==> config.mk <==
export PLATFORM = sky130hd
export DESIGN_NAME = usbls_tx_pkt_builder
export DESIGN_NICKNAME = d
export VERILOG_FILES = /design/src/rtl/usbls_tx_pkt_builder.sv
export SDC_FILE = /design/constraint.sdc
export NUM_CORES = 1
export LEC_CHECK = 0
export ABC_AREA = 1
export CORE_MARGIN = 2
export CORE_UTILIZATION = 53
export CTS_CLUSTER_SIZE = 20
export DETAILED_ROUTE_END_ITERATION = 7
export GPL_TIMING_DRIVEN = 0
export PLACE_DENSITY = 0.79
export REMOVE_ABC_BUFFERS = 1
export SLEW_MARGIN = 5
export SYNTH_ARGS = -nofsm -noshare
export SYNTH_HDL_FRONTEND = slang
export SYNTH_SLANG_ARGS = --single-unit
==> constraint.sdc <==
create_clock -name clk -period 2.16 [get_ports clk]
set_input_delay 0.216 -clock clk [delete_from_list [all_inputs] [get_ports clk]]
set_output_delay 0.216 -clock clk [all_outputs]
set_load 0.01 [all_outputs]
==> src/rtl/usbls_tx_pkt_builder.sv <==
// Low-speed USB transmit packet builder: turns one token/data/handshake request into a
// byte stream (SYNC, PID, body, CRC) over a valid/ready link to the serializer.
module usbls_tx_pkt_builder #(
    parameter int unsigned MAX_DATA  = 8,
    parameter logic [7:0]  SYNC_BYTE = 8'h80,
    parameter int unsigned LEN_W     = $clog2(MAX_DATA + 1)
) (
    input  logic             clk,
    input  logic             rst_n,
    input  logic             req_valid,
    output logic             req_ready,
    input  logic [1:0]       req_type,
    input  logic [3:0]       req_pid,
    input  logic [6:0]       req_addr,
    input  logic [3:0]       req_endp,
    input  logic [LEN_W-1:0] req_len,
    input  logic [7:0]       pl_data,
    input  logic             pl_valid,
    output logic             pl_ready,
    output logic [7:0]       tx_data,
    output logic             tx_valid,
    input  logic             tx_ready,
    output logic             tx_last,
    output logic             busy,
    output logic             err
);

    localparam logic [1:0] TypeToken = 2'b00;
    localparam logic [1:0] TypeData  = 2'b01;
    localparam logic [1:0] TypeHand  = 2'b10;
    localparam logic [1:0] TypeRsvd  = 2'b11;

    typedef enum logic [2:0] {
        StIdle, StSync, StPid, StTok0, StTok1, StData, StCrcL, StCrcH
    } state_e;

    state_e           state_q, state_d;
    logic [1:0]       typ_q, typ_d;
    logic [3:0]       pid_q, pid_d;
    logic [6:0]       addr_q, addr_d;
    logic [3:0]       endp_q, endp_d;
    logic [LEN_W-1:0] cnt_q, cnt_d;
    logic [15:0]      crc16_q, crc16_d;
    logic [7:0]       tx_data_q, tx_data_d;
    logic             tx_valid_q, tx_valid_d;
    logic             tx_last_q, tx_last_d;
    logic             err_q, err_d;
    logic             load_en;
    logic             reject;

    // Reflected form of x^5+x^2+1; result lands in the field ready to send LSB first.
    function automatic logic [4:0] crc5_calc(input logic [6:0] a, input logic [3:0] e);
        logic [10:0] bits;
        logic [4:0]  c;
        bits = {e, a};
        c    = 5'h1F;
        for (int i = 0; i < 11; i++) begin
            if (c[0] ^ bits[i]) c = (c >> 1) ^ 5'h14;
            else                c = c >> 1;
        end
        return ~c;
    endfunction

    function automatic logic [15:0] crc16_byte(input logic [15:0] crc, input logic [7:0] d);
        logic [15:0] c;
        c = crc;
        for (int i = 0; i < 8; i++) begin
            if (c[0] ^ d[i]) c = (c >> 1) ^ 16'hA001;
            else             c = c >> 1;
        end
        return c;
    endfunction

    assign load_en   = !tx_valid_q || tx_ready;
    assign req_ready = (state_q == StIdle);
    assign busy      = (state_q != StIdle);
    assign reject    = (req_type == TypeRsvd) ||
                       ((req_type == TypeData) && (req_len > LEN_W'(MAX_DATA)));

    assign tx_data  = tx_data_q;
    assign tx_valid = tx_valid_q;
    assign tx_last  = tx_last_q;
    assign err      = err_q;

    always_comb begin
        state_d    = state_q;
        typ_d      = typ_q;
        pid_d      = pid_q;
        addr_d     = addr_q;
        endp_d     = endp_q;
        cnt_d      = cnt_q;
        crc16_d    = crc16_q;
        tx_data_d  = tx_data_q;
        // An accepted byte leaves the register empty unless a new one loads below.
        tx_valid_d = tx_valid_q && !tx_ready;
        tx_last_d  = load_en ? 1'b0 : tx_last_q;
        err_d      = 1'b0;
        pl_ready   = 1'b0;

        unique case (state_q)
            StIdle: begin
                if (req_valid) begin
                    if (reject) begin
                        err_d = 1'b1;
                    end else begin
                        typ_d   = req_type;
                        pid_d   = req_pid;
                        addr_d  = req_addr;
                        endp_d  = req_endp;
                        cnt_d   = req_len;
                        crc16_d = 16'hFFFF;
                        if (load_en) begin
                            tx_data_d  = SYNC_BYTE;
                            tx_valid_d = 1'b1;
                            state_d    = StPid;
                        end else begin
                            state_d = StSync;
                        end
                    end
                end
            end
            StSync: begin
                if (load_en) begin
                    tx_data_d  = SYNC_BYTE;
                    tx_valid_d = 1'b1;
                    state_d    = StPid;
                end
            end
            StPid: begin
                if (load_en) begin
                    tx_data_d  = {~pid_q, pid_q};
                    tx_valid_d = 1'b1;
                    if (typ_q == TypeToken) begin
                        state_d = StTok0;
                    end else if (typ_q == TypeData) begin
                        state_d = (cnt_q == '0) ? StCrcL : StData;
                    end else begin
                        tx_last_d = 1'b1;
                        state_d   = StIdle;
                    end
                end
            end
            StTok0: begin
                if (load_en) begin
                    tx_data_d  = {endp_q[0], addr_q};
                    tx_valid_d = 1'b1;
                    state_d    = StTok1;
                end
            end
            StTok1: begin
                if (load_en) begin
                    tx_data_d  = {crc5_calc(addr_q, endp_q), endp_q[3:1]};
                    tx_valid_d = 1'b1;
                    tx_last_d  = 1'b1;
                    state_d    = StIdle;
                end
            end
            StData: begin
                pl_ready = load_en;
                if (load_en && pl_valid) begin
                    tx_data_d  = pl_data;
                    tx_valid_d = 1'b1;
                    crc16_d    = crc16_byte(crc16_q, pl_data);
                    cnt_d      = cnt_q - 1'b1;
                    if (cnt_q == LEN_W'(1)) state_d = StCrcL;
                end
            end
            StCrcL: begin
                if (load_en) begin
                    tx_data_d  = ~crc16_q[7:0];
                    tx_valid_d = 1'b1;
                    state_d    = StCrcH;
                end
            end
            StCrcH: begin
                if (load_en) begin
                    tx_data_d  = ~crc16_q[15:8];
                    tx_valid_d = 1'b1;
                    tx_last_d  = 1'b1;
                    state_d    = StIdle;
                end
            end
        endcase
    end

    always_ff @(posedge clk) begin
        if (!rst_n) begin
            state_q    <= StIdle;
            typ_q      <= TypeHand;
            pid_q      <= '0;
            addr_q     <= '0;
            endp_q     <= '0;
            cnt_q      <= '0;
            crc16_q    <= 16'hFFFF;
            tx_data_q  <= 8'h00;
            tx_valid_q <= 1'b0;
            tx_last_q  <= 1'b0;
            err_q      <= 1'b0;
        end else begin
            state_q    <= state_d;
            typ_q      <= typ_d;
            pid_q      <= pid_d;
            addr_q     <= addr_d;
            endp_q     <= endp_d;
            cnt_q      <= cnt_d;
            crc16_q    <= crc16_d;
            tx_data_q  <= tx_data_d;
            tx_valid_q <= tx_valid_d;
            tx_last_q  <= tx_last_d;
            err_q      <= err_d;
        end
    end

endmodule

### Yosys cells after proc, flatten, opt, wreduce, memory -nomap -nowiden

Index checks and enable logic that the tools add are counted.

| storage, ports and cells | value |
|---|---|
| register bits after elaboration | 51 |
| word-level logic and storage cells | 195 |

| cells by class | value |
|---|---|
| add/subtract/negate cells | 1 |
| $lt $le $gt $ge | 1 |
| equality and inequality tests | 22 |
| muxes and demuxes | 100 |
| bitwise operators | 41 |
| reduce and logical (&&, ||, !) cells | 19 |

Operators with widths:

| operator | count |
|---|---|
| two-way mux 16 bit | 25 |
| two-way mux 5 bit | 33 |
| two-way mux 8 bit | 9 |
| one-hot mux 8 bit (8 select lines) | 1 |
| two-way mux 3 bit | 11 |
| one-hot mux 16 bit (2 select lines) | 1 |
| NOT 2 -> 3 bit | 8 |
| one-hot mux 3 bit (7 select lines) | 1 |
| != test 2 bit (second input constant) | 10 |
| NOT 1 -> 2 bit | 10 |
| bitwise XOR 1 bit | 18 |
| NOT 8 bit | 2 |
| == test 3 bit (second input constant) | 4 |
| two-way mux 4 bit | 3 |
| two-way mux 1 bit | 11 |
| AND reduction 9 bit | 1 |
| one-hot mux 4 bit (2 select lines) | 1 |
| AND reduction 8 bit | 1 |
| == test 3 x 2 -> 1 bit (second input constant) | 2 |
| AND reduction 3 bit | 2 |
| OR reduction 6 bit | 1 |
| NOT 5 bit | 1 |
| == test 2 x 1 -> 1 bit (second input constant) | 2 |
| == test 4 x 1 -> 1 bit (second input constant) | 1 |
| 20 further kinds | 25 |

### Longest topological paths before layout

Gate-level depths: netlist of the first run.

| depth | value |
|---|---|
| word-level depth | 47 |
| mapped depth | 19 |

### Worst setup path after synthesis of the first run

No wires, ideal clock.

| timing | value |
|---|---|
| kind | register to register |
| start | reg crc16_q[0] |
| end | reg crc16_q[0] |
| setup time | 112 ps |
| arrival | 1,527 ps |
| setup slack | 521 ps |
| stages on the path, launching flop included | 18 |
| buffers on the path | 0 |
| path through | dfxtp_1 -> inv_2 -> nand2_1 -> nand2_2 -> nand2_2 -> nand2_1 -> nand2_1 -> nand3_1 -> nand2_2 -> nand2_1 -> nand3_2 -> nand3_1 -> nand3_2 -> nand2_1 -> nand2_1 -> nand3_1 -> nand2_1 -> nand2_1 |

| between the ends | value |
|---|---|
| word-level cells in the longest chain between the ends | 32 |

Ends and longest elaborated chain:

| element | RTL line | source |
|---|---|---|
| start, declared | 43 | `logic [15:0] crc16_q, crc16_d;` |
| start signal, assigned | 206 | `crc16_q <= crc16_d;` |
| bitwise XOR 1 bit | 68 | `if (c[0] ^ d[i]) c = (c >> 1) ^ 16'hA001;` |
| two-way mux 16 bit | 68 |  |
| two-way mux 16 bit | 160 | `if (load_en && pl_valid) begin` |
| two-way mux 16 bit | 100 | `unique case (state_q)` |
| bitwise XOR 1 bit | 68 |  |
| two-way mux 16 bit | 68 |  |
| two-way mux 16 bit | 160 |  |
| two-way mux 16 bit | 100 |  |
| [... 16 more ...] | -- |  |
| bitwise XOR 1 bit | 68 |  |
| two-way mux 16 bit | 68 |  |
| two-way mux 16 bit | 160 |  |
| two-way mux 16 bit | 100 |  |
| bitwise XOR 1 bit | 68 |  |
| two-way mux 16 bit | 68 |  |
| two-way mux 16 bit | 160 |  |
| one-hot mux 16 bit (2 select lines) | 100 |  |

No other way between the ends. The select of a mux whose other input is x is not followed.
A chain may end at the register's enable or synchronous reset.

==> results.md, run 1 <==
Synthesis:
- In this run, synthesis produced a sequential element count of 51.
- The share of synthesized area in the top cell type comes to 35.1%.
- The count of cell types in the netlist is 34.
- Ranked by total cell area, the synthesized netlist is headed by dfxtp_1, nand2_1, o21ai_0.
- The sequential area share after synthesis is 35.1%.
- By count the netlist is led by nand2_1, dfxtp_1, inv_1.
- The average footprint of a synthesized cell is 7.05 µm².
- The area of the mapped netlist is 2910 µm².
- The number of cells produced by synthesis is 413.
- The share of synthesized flip-flops with an asynchronous set or reset is 0%.
- Yosys printed 0 warnings.
- The number of enable-type register cells in the synthesized netlist is 0.
- Of all cell types, the one taking the most synthesized area is dfxtp_1.
- In the synthesized netlist the dominant register cell turns out to be dfxtp_1.
- The most common cell in the synthesized netlist is nand2_1.

Timing:
- Of the available clock period, the critical path in the final layout requires 99.9%.
- Derived from the worst setup path, the maximum achievable clock frequency is 463 MHz.
- Setup repair after global routing could not meet its margin everywhere.
- On the final layout, the worst clock skew is 0.00320 ns.
- Measured against its own limit, the worst slew margin works out to 10.8%.
- Subtracting the final worst setup slack from the clock period gives 2.16 ns.
- The final max-slew violation count is 0.
- The final number of hold-violating endpoints is 0.
- The count of final setup violators is 0.
- At the pin with the least slew margin, the transition time is 1.34 ns.

Layout:
- Fill cells in the final layout number 496.
- After routing the design area is 3610 µm².
- The number of nets at the end of the flow is 498.
- The final antenna diode count is 0.
- The fraction of final layout cells sized beyond drive strength 1 is 11.4%.
- The area growth from synthesis to layout is 23.9%.
- The post-route non-filler standard cell count is 533.

Worst setup path:
- The data required time of the critical path is 2.35 ns.
- The number of cells on the worst reg-to-reg path is 10.
- The setup slack of the most critical reg-to-reg path is 0.22 ns.
- The kind of launch point of the worst setup path is an input port.
- The maximum fanout encountered on the critical timing path is 39.
- STA classifies the critical path endpoint as a flip-flop.
- The critical path is of the in -> reg type.
- The worst endpoint data arrival time is 2.35 ns.

Floorplan:
- The count of standard-cell rows is 26.
- The die is 78.1 µm tall.
- From left edge to right edge, the die measures 78.1 µm.
- The initial standard-cell utilization of the core is 55.9%.
- During I/O placement, the number of pins put on the boundary was 48.
- The die covers 6100 µm².
- The placeable core region is 5200 µm².

Clocking:
- The H-tree was split into 2 levels.
- The clock slew seen by the registers of the worst setup and hold paths is 0.09 ns.
- Clock tree synthesis selected as its root buffer the cell clkbuf_8.
- The number of hold buffers added after cts is 0.
- Counting every sink on the clock net gives 51.
- The clock passes through at most 2 buffers.
- The number of CTS-inserted buffers is 5.
- The worst-skew pair later-pin latency is 0.30 ns.
- TritonCTS built the clock tree.

Routing:
- Summing over every cut layer, the via total after detailed routing is 2,987.
- The detailed router finished its first iteration with 242 violations.
- In the routed design, unresolved DRC markers number 0.
- The via-per-instance ratio is 5.60.
- The aggregate routed wire length is 7990 µm.
- The wire length per cell after detailed routing is 15.0 µm.
- The first-pass detailed-route iteration total is 4.
- The number of nets with antenna violations after detailed routing is 0.

Outcome:
- The run finished with clean final reports.

Power and ir drop:
- The leakage dissipation is 0.00149 µW.
- The total power density per cell area is 1160 nW/µm².
- The worst ir drop on vdd is 0.549 mV.

Global route:
- The total overflow left after global routing is 0.
- The first global-routing pass estimated 12,600 µm of wire.
- The initial antenna violation count is 0.
- The number of global-route vias before repair is 2,647.
- The pin count of the biggest net entering global routing is 40.
- Global routing used 25.8% of the available tracks.

Hold path:
- The worst hold path passes through 2 cells.
- The class of the tightest hold or removal check is reg -> reg.

Job:
- The number of max-cap violations is 0.

Placement:
- The placer congestion estimate is 0.894.
- The total instance count after detailed placement is 516.
- Detailed placement finished with a half-perimeter wire length of 5470 µm.
- Port buffering added 47 buffers.
- Once placement finished, the instance area stood at 3400 µm².
[routing by layer]
metal	track usage [%]	vias up	part of all wire, %
met5	0	-	0
li1	-	1495	-
met4	5.96	0	1.8
met1	33.1	1367	42
met2	45.5	114	49
met3	4.02	11	6.5
[power by group]
part	switching [µW]	internal (µW)
combinational	1360	883
clock	325	227
sequential	204	1180
[worst max-delay path, stage by stage]
cell and delay [ns]:
dlygate4sd2_1 1.08, inv_1 0.63, a21oi_1 0.30, o21ai_0 0.11
[final timing paths]
path	from	endpoint
min	tx_data[2]	tx_data[2]
min reg2reg	tx_data[2]	tx_data[2]
max reg2reg	state_q[1]	cnt_q[3]
max	rst_n	crc16_q[14]
[metrics by stage]
step	setup TNS [ns]	util (%)	power, µW	worst slack, ns	hold WS (ns)
2_1_floorplan	0	-	2870	0.165	0.285
3_3_place_gp	-11.36	65.3	3440	-0.565	0.455
3_5_place_dp	-11.54	65.3	3490	-0.581	0.458
4_1_cts	0	67.7	4070	0.0373	0.471
5_1_grt	-0.0248	69.3	4500	-0.0122	0.491
6_report	0	69.3	4190	0.00211	0.469
[final cells by class]
type	instances	area, µm²	area share [%]
inverters	56	220	6.11
flip-flops and latches	51	1020	28.4
repair buffers	55	534	14.8
well taps	70	87.6	2.43
clock buffers	6	72.6	2.01
repair inverters	1	5.00	0.139
multi-input cells	292	1650	45.7
clock inverters	2	12.5	0.347
[layout by cell type (no fill, tap or decap), types with 2 or more instances in the layout]
master,Yosys,routed
buf_4,0,8
clkinv_2,0,2
a31oi_1,3,3
o22ai_1,14,14
o211ai_1,3,3
xor2_1,7,6
nand2_1,70,67
dfxtp_1,51,48
nand2_2,9,11
o2111ai_1,2,2
ha_1,2,2
o31ai_1,7,7
nand3_1,24,22
xnor2_1,15,15
clkbuf_8,0,5
dlymetal6s2s_1,0,2
o21ai_0,47,47
xor2_2,1,2
inv_2,8,6
inv_1,48,48
nor2_4,2,2
nor2_1,27,26
a221oi_1,2,2
nand3_2,4,6
a21oi_1,38,38
nor4_1,2,2
a211oi_1,4,4
clkdlybuf4s50_1,0,44
dfxtp_2,0,3
o21ai_1,2,2
[sequential cells by signal (all words and copies together), names as in the netlist]
signal / count
crc16_q: 16
tx_data: 8
addr_q: 7
cnt_q: 4
endp_q: 4
pid_q: 4
state_q: 3
typ_q: 2
err: 1
tx_last: 1
tx_valid: 1
[cell families after synthesis]
logic type | share of synthesized area, %
compound gates | 24.6
buf+inv | 9.67
simple gates | 22.6
xor+xnor | 7.18
flops | 35.1
fa+ha+maj | 0.860
[repair_timing]
action | CTS | global route
setup buffers | 3 | 5
gates resized for setup | 5 | 15
pin swaps | 1 | 5
cloned | 0 | 1
setup endpoints to repair | 26 | 14
(Power assumes the default switching activity.)
==> run 2, diff against run 1 <==
==> constraint.sdc (replaced) <==
create_clock -name clk -period 2.16 [get_ports clk]
set_input_delay 0.648 -clock clk [delete_from_list [all_inputs] [get_ports clk]]
set_output_delay 0.648 -clock clk [all_outputs]
set_load 0.01 [all_outputs]
==> results.md, run 2 (synthesized netlist as in run 1, its figures left out) <==
Worst setup path:
- The startpoint-to-endpoint class of the critical path is reg -> out (was in -> reg).
- The data required time of the critical path came to 1.51 ns (was 2.35 ns).
- The startpoint of the most critical register-to-register path was state_q[0] (was state_q[1]).
- The launch point of the worst path is state_q[0] (was rst_n).
- The setup slack of the most critical reg-to-reg path is 0.18 ns (was 0.22 ns).
- The maximum fanout encountered on the critical timing path came to 6 (was 39).
- The largest stage delay on the critical path is 0.38 ns (was 1.08 ns).
- The element type at the critical path end is a primary output (was flip-flop).
- CP Cell Sequence: inv_1 > nor2_1 > inv_1 > nor2_4 > inv_8 > nor2_1 > clkdlybuf4s15_2 (was dlygate4sd2_1 > inv_1 > a21oi_1 > o21ai_0).
- The destination of the critical timing path is pl_ready (was crc16_q[14]).
- The endpoint of the most critical register-to-register path is crc16_q[0] (was cnt_q[3]).
- The number of cells on the worst reg-to-reg path is 11 (was 10).
- The cell with the largest stage delay on the worst path is dfxtp_4 (was dlygate4sd2_1).
- The worst endpoint data arrival time was 1.46 ns (was 2.35 ns).
- The kind of launch point of the worst setup path is a flip-flop (was input port).

Layout:
- The final antenna diode count came to 0 (unchanged).
- The largest register by flop count is crc16_q (unchanged).
- The fraction of final layout cells sized beyond drive strength 1 is 17.6% (was 11.4%).
- The final cell utilization of the core is 74.0% (was 69.3%).
- The number of flip-flops in the largest register is 16 (unchanged).
- The area of the multi-input gates was 1760 µm² (was 1650 µm²).
- The fill cell instance count of the final layout came to 422 (was 496).
- The number of nets at the end of the flow is 511 (was 498).
- The commonest non-fill, non-tap cell in the layout is nand2_1 (unchanged).
- The sequential cell area is 1030 µm² (was 1020 µm²).
- The area added between synthesis and finish is 32.4% (was 23.9%).
- Top library cells by usage in the layout, fill and taps aside: nand2_1, inv_1, dfxtp_1 (unchanged).
- The post-route non-filler standard cell count is 546 (was 533).

Global route:
- The most congested layer reported by global routing was met2 (unchanged).
- The overall fraction of global-route tracks in use is 27.7% (was 25.8%).
- The initial antenna violation count came to 0 (unchanged).
- The global routing usage on met2 was 48.3% (was 45.5%).
- The global-route wire length before repair came to 13,500 µm (was 12,600 µm).
- The pin count of the biggest net entering global routing is 40 (unchanged).
- The met3 track utilization from global routing is 5.06% (was 4.02%).
- The total grt overflow is 0 (unchanged).
- The number of global-route vias before repair is 2,811 (was 2,647).
- The met1 demand-to-capacity share in global routing came to 34.6% (was 33.1%).

Placement:
- The placer congestion estimate came to 0.894 (unchanged).
- The total instance count after detailed placement is 516 (unchanged).
- The number of port buffers was 47 (unchanged).
- The sum of net half-perimeters after detailed placement is 5470 µm (unchanged).
- The worst slack at placement is -1.01 ns (was -0.581 ns).

Power and ir drop:
- The net switching fraction of the power is 45.2% (about the same).
- The switching power is 2030 µW (was 1890 µW).
- The fraction of power consumed by the clock network is 12.5% (was 13.2%).
- The overall power came to 4490 µW (was 4190 µW).
- The total power density per cell area is 1160 nW/µm² (about the same).
- The leakage dissipation is 0.00162 µW (was 0.00149 µW).
- The worst ir drop on vdd is 0.606 mV (was 0.549 mV).
- The sequential cell fraction of total power is 31.3% (was 33.2%).
- The combinational share of power came to 56.2% (was 53.6%).
- The internal power contribution is 2460 µW (was 2290 µW).

Floorplan:
- The die width was 78.1 µm (unchanged).
- The die footprint is 6100 µm² (unchanged).
- The count of standard-cell rows came to 26 (unchanged).
- The initial standard-cell utilization of the core came to 55.9% (unchanged).
- The top-level port count is 48 (unchanged).
- The die boundary height is 78.1 µm (unchanged).
- The placeable core region came to 5200 µm² (unchanged).

Clocking:
- The worst-skew pair later-pin latency was 0.31 ns (was 0.30 ns).
- The number of CTS-inserted buffers came to 5 (unchanged).
- The maximum count of clock buffers along a single path is 2 (unchanged).
- The CTS sink count is 51 (unchanged).
- The CTS root buffer is clkbuf_8 (unchanged).
- The clock tree from TritonCTS is yes (unchanged).
- The H-tree depth was 2 (unchanged).
- The clock slew seen by the registers of the worst setup and hold paths is 0.10 ns (was 0.09 ns).

Timing:
- Unrepaired setup endpoints after global routing: yes (unchanged).
- The post-route fraction of the period consumed by the critical path is 97.4% (was 99.9%).
- The count of final setup violators is 0 (unchanged).
- The slew of the pin with the lowest slew margin was 0.760 ns (was 1.34 ns).
- The clock skew is 0.00630 ns (was 0.00320 ns).
- The final max-slew violation count is 0 (unchanged).
- The worst hold margin is 0.466 ns (was 0.469 ns).
- The worst-case headroom to the max-slew limit was 49.3% (was 10.8%).
- The upper clock frequency limit is 475 MHz (was 463 MHz).
- The final number of hold-violating endpoints was 0 (unchanged).
- The final worst slack is 0.0561 ns (was 0.00211 ns).
- The minimum clock period after layout came to 2.10 ns (was 2.16 ns).

Routing:
- The total via count after detailed routing was 3,176 (was 2,987).
- The via-per-instance ratio is 5.82 (was 5.60).
- The number of DRC violations after detailed-routing iteration 0 came to 298 (was 242).
- The aggregate routed wire length is 8720 µm (was 7990 µm).
- The first-pass detailed-route iteration total is 4 (unchanged).
- The wire length per cell after detailed routing was 16.0 µm (was 15.0 µm).
- The number of nets with antenna violations after detailed routing is 0 (unchanged).
- The post-route DRC violation count is 0 (unchanged).

Hold path:
- The class of the tightest hold or removal check is reg -> reg (unchanged).
- The startpoint of the lowest-slack hold path is tx_data[3] (was tx_data[2]).
- The number of cells traversed by the worst hold path is 2 (unchanged).

Job:
- The number of max-cap violations is 0 (unchanged).

Outcome:
- Status: complete, no violations (unchanged).
==> run 2: critical path, delay by kind of cell, from the launching register on <==
| family | cells | cell delay (ns) |
|---|---|---|
| buf+inv | 4 | 0.41 |
| flops | 1 | 0.38 |
| simple gates | 3 | 0.35 |
==> run 2: final cells by class <==
class,instances,area share (%)
inverter,56,6.59
timing repair inverter,2,0.390
clock buffer,6,1.88
multi-input combinational,293,45.8
clock inverter,2,0.325
tap,70,2.27
timing repair buffer,66,16.1
sequential,51,26.7
==> run 2: through the flow <==
| stage | area (µm²) | TNS (ns) |
|---|---|---|
| after global routing | 3850 | -0.0473 |
| after detailed placement | 3400 | -32.07 |
| after floorplan | 2840 | -0.0911 |
| after global placement | 3400 | -31.57 |
| final | 3850 | 0 |
| after CTS | 3690 | -0.00221 |
==> run 2: layer usage <==
layer	up-vias	part of all wire, %	wire length [µm]
met5	-	0	0
met4	0	3.2	279
met3	25	6.8	594
met2	142	49	4250
met1	1490	41	3590
li1	1519	-	-
==> run 2: power by group through the flow <==
stage / sequential (µW) / clock, µW / combinational (µW)
after global routing: 1430 / 591 / 2770
after CTS: 1380 / 553 / 2320
after global placement: 1390 / 0 / 2050
after detailed placement: 1400 / 0 / 2090
after floorplan: 1380 / 0 / 1490
final: 1400 / 561 / 2520
==> run 2: what timing repair did <==
| item | 4_1_cts | 5_1_grt |
|---|---|---|
| gates resized for setup | 44 | 25 |
| cloned | 2 | 1 |
| setup buffers | 7 | 12 |
| setup endpoints to repair | 50 | 45 |
| pin swaps | 8 | 10 |
| hold buffers | 0 | 0 |
| endpoints found under the hold margin | 0 | 0 |
==> run 2: worst min-delay path by stage <==
stage                  to  slack, ns
6_report       tx_data[3]       0.47
5_1_grt        tx_data[4]       0.49
4_1_cts        tx_data[3]       0.47
3_5_place_dp   tx_data[2]       0.46
3_3_place_gp   tx_data[6]       0.45
2_1_floorplan    pid_q[1]       0.44
